$ cat config.mk
export PLATFORM = sky130hd
export DESIGN_NAME = lsu_arbiter
export DESIGN_NICKNAME = d
export VERILOG_FILES = /design/src/rtl/lsu_arbiter.sv
export SDC_FILE = /design/constraint.sdc
export NUM_CORES = 1
export LEC_CHECK = 0
export CAP_MARGIN = 20
export CORE_ASPECT_RATIO = 0.5
export CORE_MARGIN = 5
export CORE_UTILIZATION = 44
export CTS_CLUSTER_SIZE = 12
export DETAILED_ROUTE_END_ITERATION = 7
export PLACE_DENSITY = 0.83
export SKIP_CTS_REPAIR_TIMING = 1
export SLEW_MARGIN = 5
export SYNTH_ARGS = -nofsm -noshare
export SYNTH_HDL_FRONTEND = slang
export SYNTH_SLANG_ARGS = --single-unit
$ cat constraint.sdc
create_clock -name i_clk -period 9.1 [get_ports i_clk]
set_clock_uncertainty 0.15 [all_clocks]
set_input_delay 1.82 -clock i_clk [delete_from_list [all_inputs] [get_ports i_clk]]
set_output_delay 1.82 -clock i_clk [all_outputs]
set_load 0.03 [all_outputs]
$ cat src/rtl/lsu_arbiter.sv
// Two-requester round-robin arbiter in front of a single LSU port.
// Stores complete straight after issue; loads wait for the LSU return or time out.
//   state | meaning
//   IDLE  | no access in flight, arbitrate requests
//   ISSUE | latched access driven to LSU for one cycle
//   WAIT  | load issued, waiting for data return or timeout
//   DONE  | done/err pulse to the granted requester
module lsu_arbiter #(
  parameter logic [31:0] IDLE_ADDR = 32'h0000_F000,
  parameter int unsigned TIMEOUT   = 4
) (
  input  logic        i_clk,
  input  logic        i_rst,
  input  logic        i_m0_req,
  input  logic [31:0] i_m0_addr,
  input  logic [31:0] i_m0_wdata,
  input  logic [3:0]  i_m0_strb,
  input  logic        i_m0_wren,
  output logic        o_m0_gnt,
  output logic        o_m0_done,
  output logic        o_m0_err,
  output logic [31:0] o_m0_rdata,
  input  logic        i_m1_req,
  input  logic [31:0] i_m1_addr,
  input  logic [31:0] i_m1_wdata,
  input  logic [3:0]  i_m1_strb,
  input  logic        i_m1_wren,
  output logic        o_m1_gnt,
  output logic        o_m1_done,
  output logic        o_m1_err,
  output logic [31:0] o_m1_rdata,
  output logic [31:0] o_lsu_addr,
  output logic [31:0] o_st_data,
  output logic [3:0]  o_st_strb,
  output logic        o_lsu_wren,
  input  logic [31:0] i_ld_data,
  input  logic        i_data_vld,
  output logic        o_busy
);

  typedef enum logic [1:0] {IDLE, ISSUE, WAIT, DONE} state_t;

  // WAIT down-counter: terminal count 0 marks the last permitted WAIT cycle
  localparam logic [3:0] WAIT_LOAD = 4'(TIMEOUT - 1);

  state_t      state;
  logic        cur_id;
  logic        last_id;
  logic        wren_q;
  logic [3:0]  wait_cnt;
  logic [31:0] lsu_addr_q;
  logic [31:0] st_data_q;
  logic [3:0]  st_strb_q;
  logic        lsu_wren_q;
  logic        busy_q;
  logic [1:0]  done_q;
  logic [1:0]  err_q;
  logic [31:0] rdata0_q;
  logic [31:0] rdata1_q;

  logic        pick_vld;
  logic        pick;
  logic [31:0] pick_addr;
  logic [31:0] pick_wdata;
  logic [3:0]  pick_strb;
  logic        pick_wren;

  always_comb begin
    pick_vld = i_m0_req | i_m1_req;
    pick     = 1'b0;
    if (i_m0_req && i_m1_req) pick = ~last_id;
    else                      pick = i_m1_req;
    pick_addr  = pick ? i_m1_addr  : i_m0_addr;
    pick_wdata = pick ? i_m1_wdata : i_m0_wdata;
    pick_strb  = pick ? i_m1_strb  : i_m0_strb;
    pick_wren  = pick ? i_m1_wren  : i_m0_wren;
  end

  // Grant is decided in the IDLE cycle so the requester sees it at the accepting edge
  assign o_m0_gnt = (state == IDLE) && pick_vld && !pick;
  assign o_m1_gnt = (state == IDLE) && pick_vld && pick;

  always_ff @(posedge i_clk or posedge i_rst) begin
    if (i_rst) begin
      state      <= IDLE;
      cur_id     <= 1'b0;
      last_id    <= 1'b1;
      wren_q     <= 1'b0;
      wait_cnt   <= '0;
      lsu_addr_q <= IDLE_ADDR;
      st_data_q  <= '0;
      st_strb_q  <= '0;
      lsu_wren_q <= 1'b0;
      busy_q     <= 1'b0;
      done_q     <= '0;
      err_q      <= '0;
      rdata0_q   <= '0;
      rdata1_q   <= '0;
    end else begin
      done_q <= '0;
      err_q  <= '0;
      case (state)
        IDLE: begin
          if (pick_vld) begin
            state      <= ISSUE;
            cur_id     <= pick;
            last_id    <= pick;
            wren_q     <= pick_wren;
            lsu_addr_q <= pick_addr;
            st_data_q  <= pick_wdata;
            st_strb_q  <= pick_strb;
            lsu_wren_q <= pick_wren;
            busy_q     <= 1'b1;
          end
        end
        ISSUE: begin
          lsu_wren_q <= 1'b0;
          st_data_q  <= '0;
          st_strb_q  <= '0;
          if (wren_q) begin
            state          <= DONE;
            lsu_addr_q     <= IDLE_ADDR;
            done_q[cur_id] <= 1'b1;
          end else begin
            state    <= WAIT;
            wait_cnt <= WAIT_LOAD;
          end
        end
        WAIT: begin
          if (i_data_vld) begin
            state          <= DONE;
            lsu_addr_q     <= IDLE_ADDR;
            done_q[cur_id] <= 1'b1;
            if (cur_id) rdata1_q <= i_ld_data;
            else        rdata0_q <= i_ld_data;
          end else if (wait_cnt == '0) begin
            state          <= DONE;
            lsu_addr_q     <= IDLE_ADDR;
            done_q[cur_id] <= 1'b1;
            err_q[cur_id]  <= 1'b1;
            if (cur_id) rdata1_q <= '0;
            else        rdata0_q <= '0;
          end else begin
            wait_cnt <= wait_cnt - 4'd1;
          end
        end
        DONE: begin
          state  <= IDLE;
          busy_q <= 1'b0;
        end
        default: state <= IDLE;
      endcase
    end
  end

  assign o_m0_done  = done_q[0];
  assign o_m1_done  = done_q[1];
  assign o_m0_err   = err_q[0];
  assign o_m1_err   = err_q[1];
  assign o_m0_rdata = rdata0_q;
  assign o_m1_rdata = rdata1_q;
  assign o_lsu_addr = lsu_addr_q;
  assign o_st_data  = st_data_q;
  assign o_st_strb  = st_strb_q;
  assign o_lsu_wren = lsu_wren_q;
  assign o_busy     = busy_q;

endmodule

==> run metrics <==
Post-Synth XOR/XNOR Area=0%; Starting Density=44.9%; die height=between 90 and 100 um; EDFF count, synth=0; number of buffers added on ports=314; Sw Share=between 40% and 50%; Fmax=~0.19 GHz; GP Congestion=a little under 0.8; Final Hold Slack=0.320 ns; worst vdd ir=roughly 0.19 mV; most frequent cells in the layout=313 x clkdlybuf4s50_1, 142 x dfrtp_1, 80 x nand2_1; Comb pwr share=approximately 52%; critical path class=in -> out; PwrDens=about 370 mW/mm^2; post-synthesis cell count=~550; DR WL/cell=approximately 19 um; die area=about 0.017 mm^2; routed via count=around 5.7k; Reg clk slew, reported paths=~0.060 ns; TritonCTS clock tree=built; mux cell area share after synthesis=10.3%; Ports=about 320; Mapped Nets=730; Int Pwr=~2.2 mW; pin count of the biggest net entering global routing=between 70 and 80; Final nets=between 1k and 1.5k; Hold Path Cell Cnt=2; syn_area_per_cell=between 10 and 15 um^2; Synth Area in Compound Gates=about a fifth; status=finished, final reports clean; Pleak=approximately 4.4 nW; layout cells sized above 1=~7.5%; RSZ-0062 raised after global routing=no; setup TNS=0 ns; Arrival @ worst endpoint=around 3.4 ns; First-pass DRT Iterations=5; DRT antenna net count=0; CP Capture Type=output port; total wire length=about 20 mm; Post-route DRC=0; first-pass GRT wire length=about 31 mm; r2r worst-path depth=7; gr usage total=21.8%; Net Switching=1.61 mW; yosys synthesis warning count=0; core area=0.0145 mm^2; die width=182 um; ant diodes=0; DRT iter0 DRCs=between 300 and 400; max-cap violations=0; min cycle time layout=approximately 5.4 ns; crit path max fanout=5; part of the power in registers=between 20% and 30%; Finished Layout Cells=roughly 1.1k; Row Count=31; clock power share=a little under a fifth; Critical Path Start Type=input port; setup violators final=0; clock tree root driver cell=clkbuf_16; antenna violations before repair=0; Rel. slew slack=a little over a third; GR Overflow Total=0; post-synthesis sequential area ratio=a little under three fifths; Post-DP HPWL=14.1 mm; Avg Vias per Cell=~5.4; Max Slew Vio Count=0; Simple-Gate Fraction of Synth Area=about 7.6%; Synth Area in Adders=under 10%; Cell Area, Synth=0.00652 mm^2; area grow syn2layout=60.1%; Clock Tree Buf Depth=2; final hold viol count=0; largest family of logic cells by synthesized area=compound AO/OA/AOI/OAI gates; Worst Path Required=about 7.1 ns; ys flop type=dfrtp_1; clk_lat worst skew=about 0.40 ns; Distinct cells, synth=43; flops & latches, synth=about 150; DP Worst Slack=roughly 3.7 ns; async set-or-reset flop fraction in the synthesized netlist=between 90% and 100%; Worst-Margin Slew=about 0.96 ns; commonest non-fill, non-tap cell in the layout=clkdlybuf4s50_1; # placed instances=a little over 1k; worst setup margin=approximately 3.7 ns; number of global-route vias before repair=5753; Final period util=58.8%; H-tree Lvls=4; Hold Crit Class=reg -> reg; Total Power=3.81 mW; clk sinks=about 150; Num CTS Buffers=17
critical path: stages:
cell and delay (ns):
clkdlybuf4s50_1 0.53, a21boi_4 0.20, and2_1 0.16, clkdlybuf4s50_1 0.67
layer usage:
metal	track usage, %	vias up	wire length (um)
met3	4.91	47	1050
met4	7.99	0	581
met2	38.9	201	10400
met1	26.3	2833	7940
li1	-	2625	-
met5	0	-	0
layout make-up:
cell class	count	area, um^2
Clock buffer	18	439
Inverter	7	31.3
Sequential cell	147	3680
Timing Repair Buffer	326	3300
Clock inverter	13	171
Multi-Input combinational cell	344	2570
Tap cell	198	248
Fill cell	1048	4070
cells in the mapped netlist, types with 4 or more instances:
cell type | count | area (um^2)
o31ai_2 | 4 | 50.1
buf_2 | 14 | 70.1
nor2b_1 | 6 | 37.5
clkbuf_1 | 25 | 93.8
dfstp_2 | 5 | 131
a32o_1 | 65 | 651
ha_1 | 7 | 87.6
o21ai_0 | 39 | 195
o21ai_1 | 10 | 50.1
a211oi_1 | 4 | 30.0
inv_1 | 7 | 26.3
and2_1 | 4 | 25.0
nor2_1 | 4 | 15.0
dfrtp_1 | 142 | 3550
mux2i_1 | 66 | 661
nand2_1 | 80 | 300
buf_4 | 6 | 45.0
buf_6 | 4 | 45.0
o31ai_1 | 24 | 180
cell families after synthesis:
logic type | count (synthesis)
buffers and inverters | 57
AND/OR/NAND/NOR | 110
multiplexers | 67
AO/OA/AOI/OAI | 160
flip-flops | 147
adder cells (fa/ha/maj) | 7
flip-flops by register name (all words and copies together), names as in the netlist:
name and cells:
o_lsu_addr 32, o_m0_rdata 32, o_m1_rdata 32, o_st_data 32, o_st_strb 4, wait_cnt 4
done_q 2, err_q 2, state 2, cur_id 1, last_id 1, o_busy 1
o_lsu_wren 1, wren_q 1
stage by stage:
stage	instance area, um^2	util [%]
2_1_floorplan	6520	-
4_1_cts	10400	71.5
3_3_place_gp	9730	67.1
6_report	10400	72.0
3_5_place_dp	9760	67.3
5_1_grt	10400	72.0
power by group through the flow:
stage	clock (mW)	combinational [mW]	sequential (mW)
final	0.720	1.99	1.10
after global routing	0.766	2.11	1.13
after CTS	0.735	2.00	1.10
after detailed placement	0	1.99	1.11
after global placement	0	1.92	1.09
after floorplan	0	0.703	1.60
final timing paths:
kind,start,to,slack (ns)
max in group asynchronous,i_rst,o_lsu_addr[13]$_DFFE_PP1P_,6.00
worst min register to register,o_lsu_addr[12]$_DFFE_PP1P_,o_lsu_addr[12]$_DFFE_PP1P_,0.32
min in group asynchronous,i_rst,o_m0_rdata[24]$_DFFE_PP0P_,1.72
worst max-delay path,i_m1_req,o_m1_gnt,3.75
worst min-delay path,o_lsu_addr[12]$_DFFE_PP1P_,o_lsu_addr[12]$_DFFE_PP1P_,0.32
worst max register to register,state[0]$_DFFE_PP0P_,o_m1_rdata[2]$_DFFE_PP0P_,6.40
(Power assumes the default switching activity.)
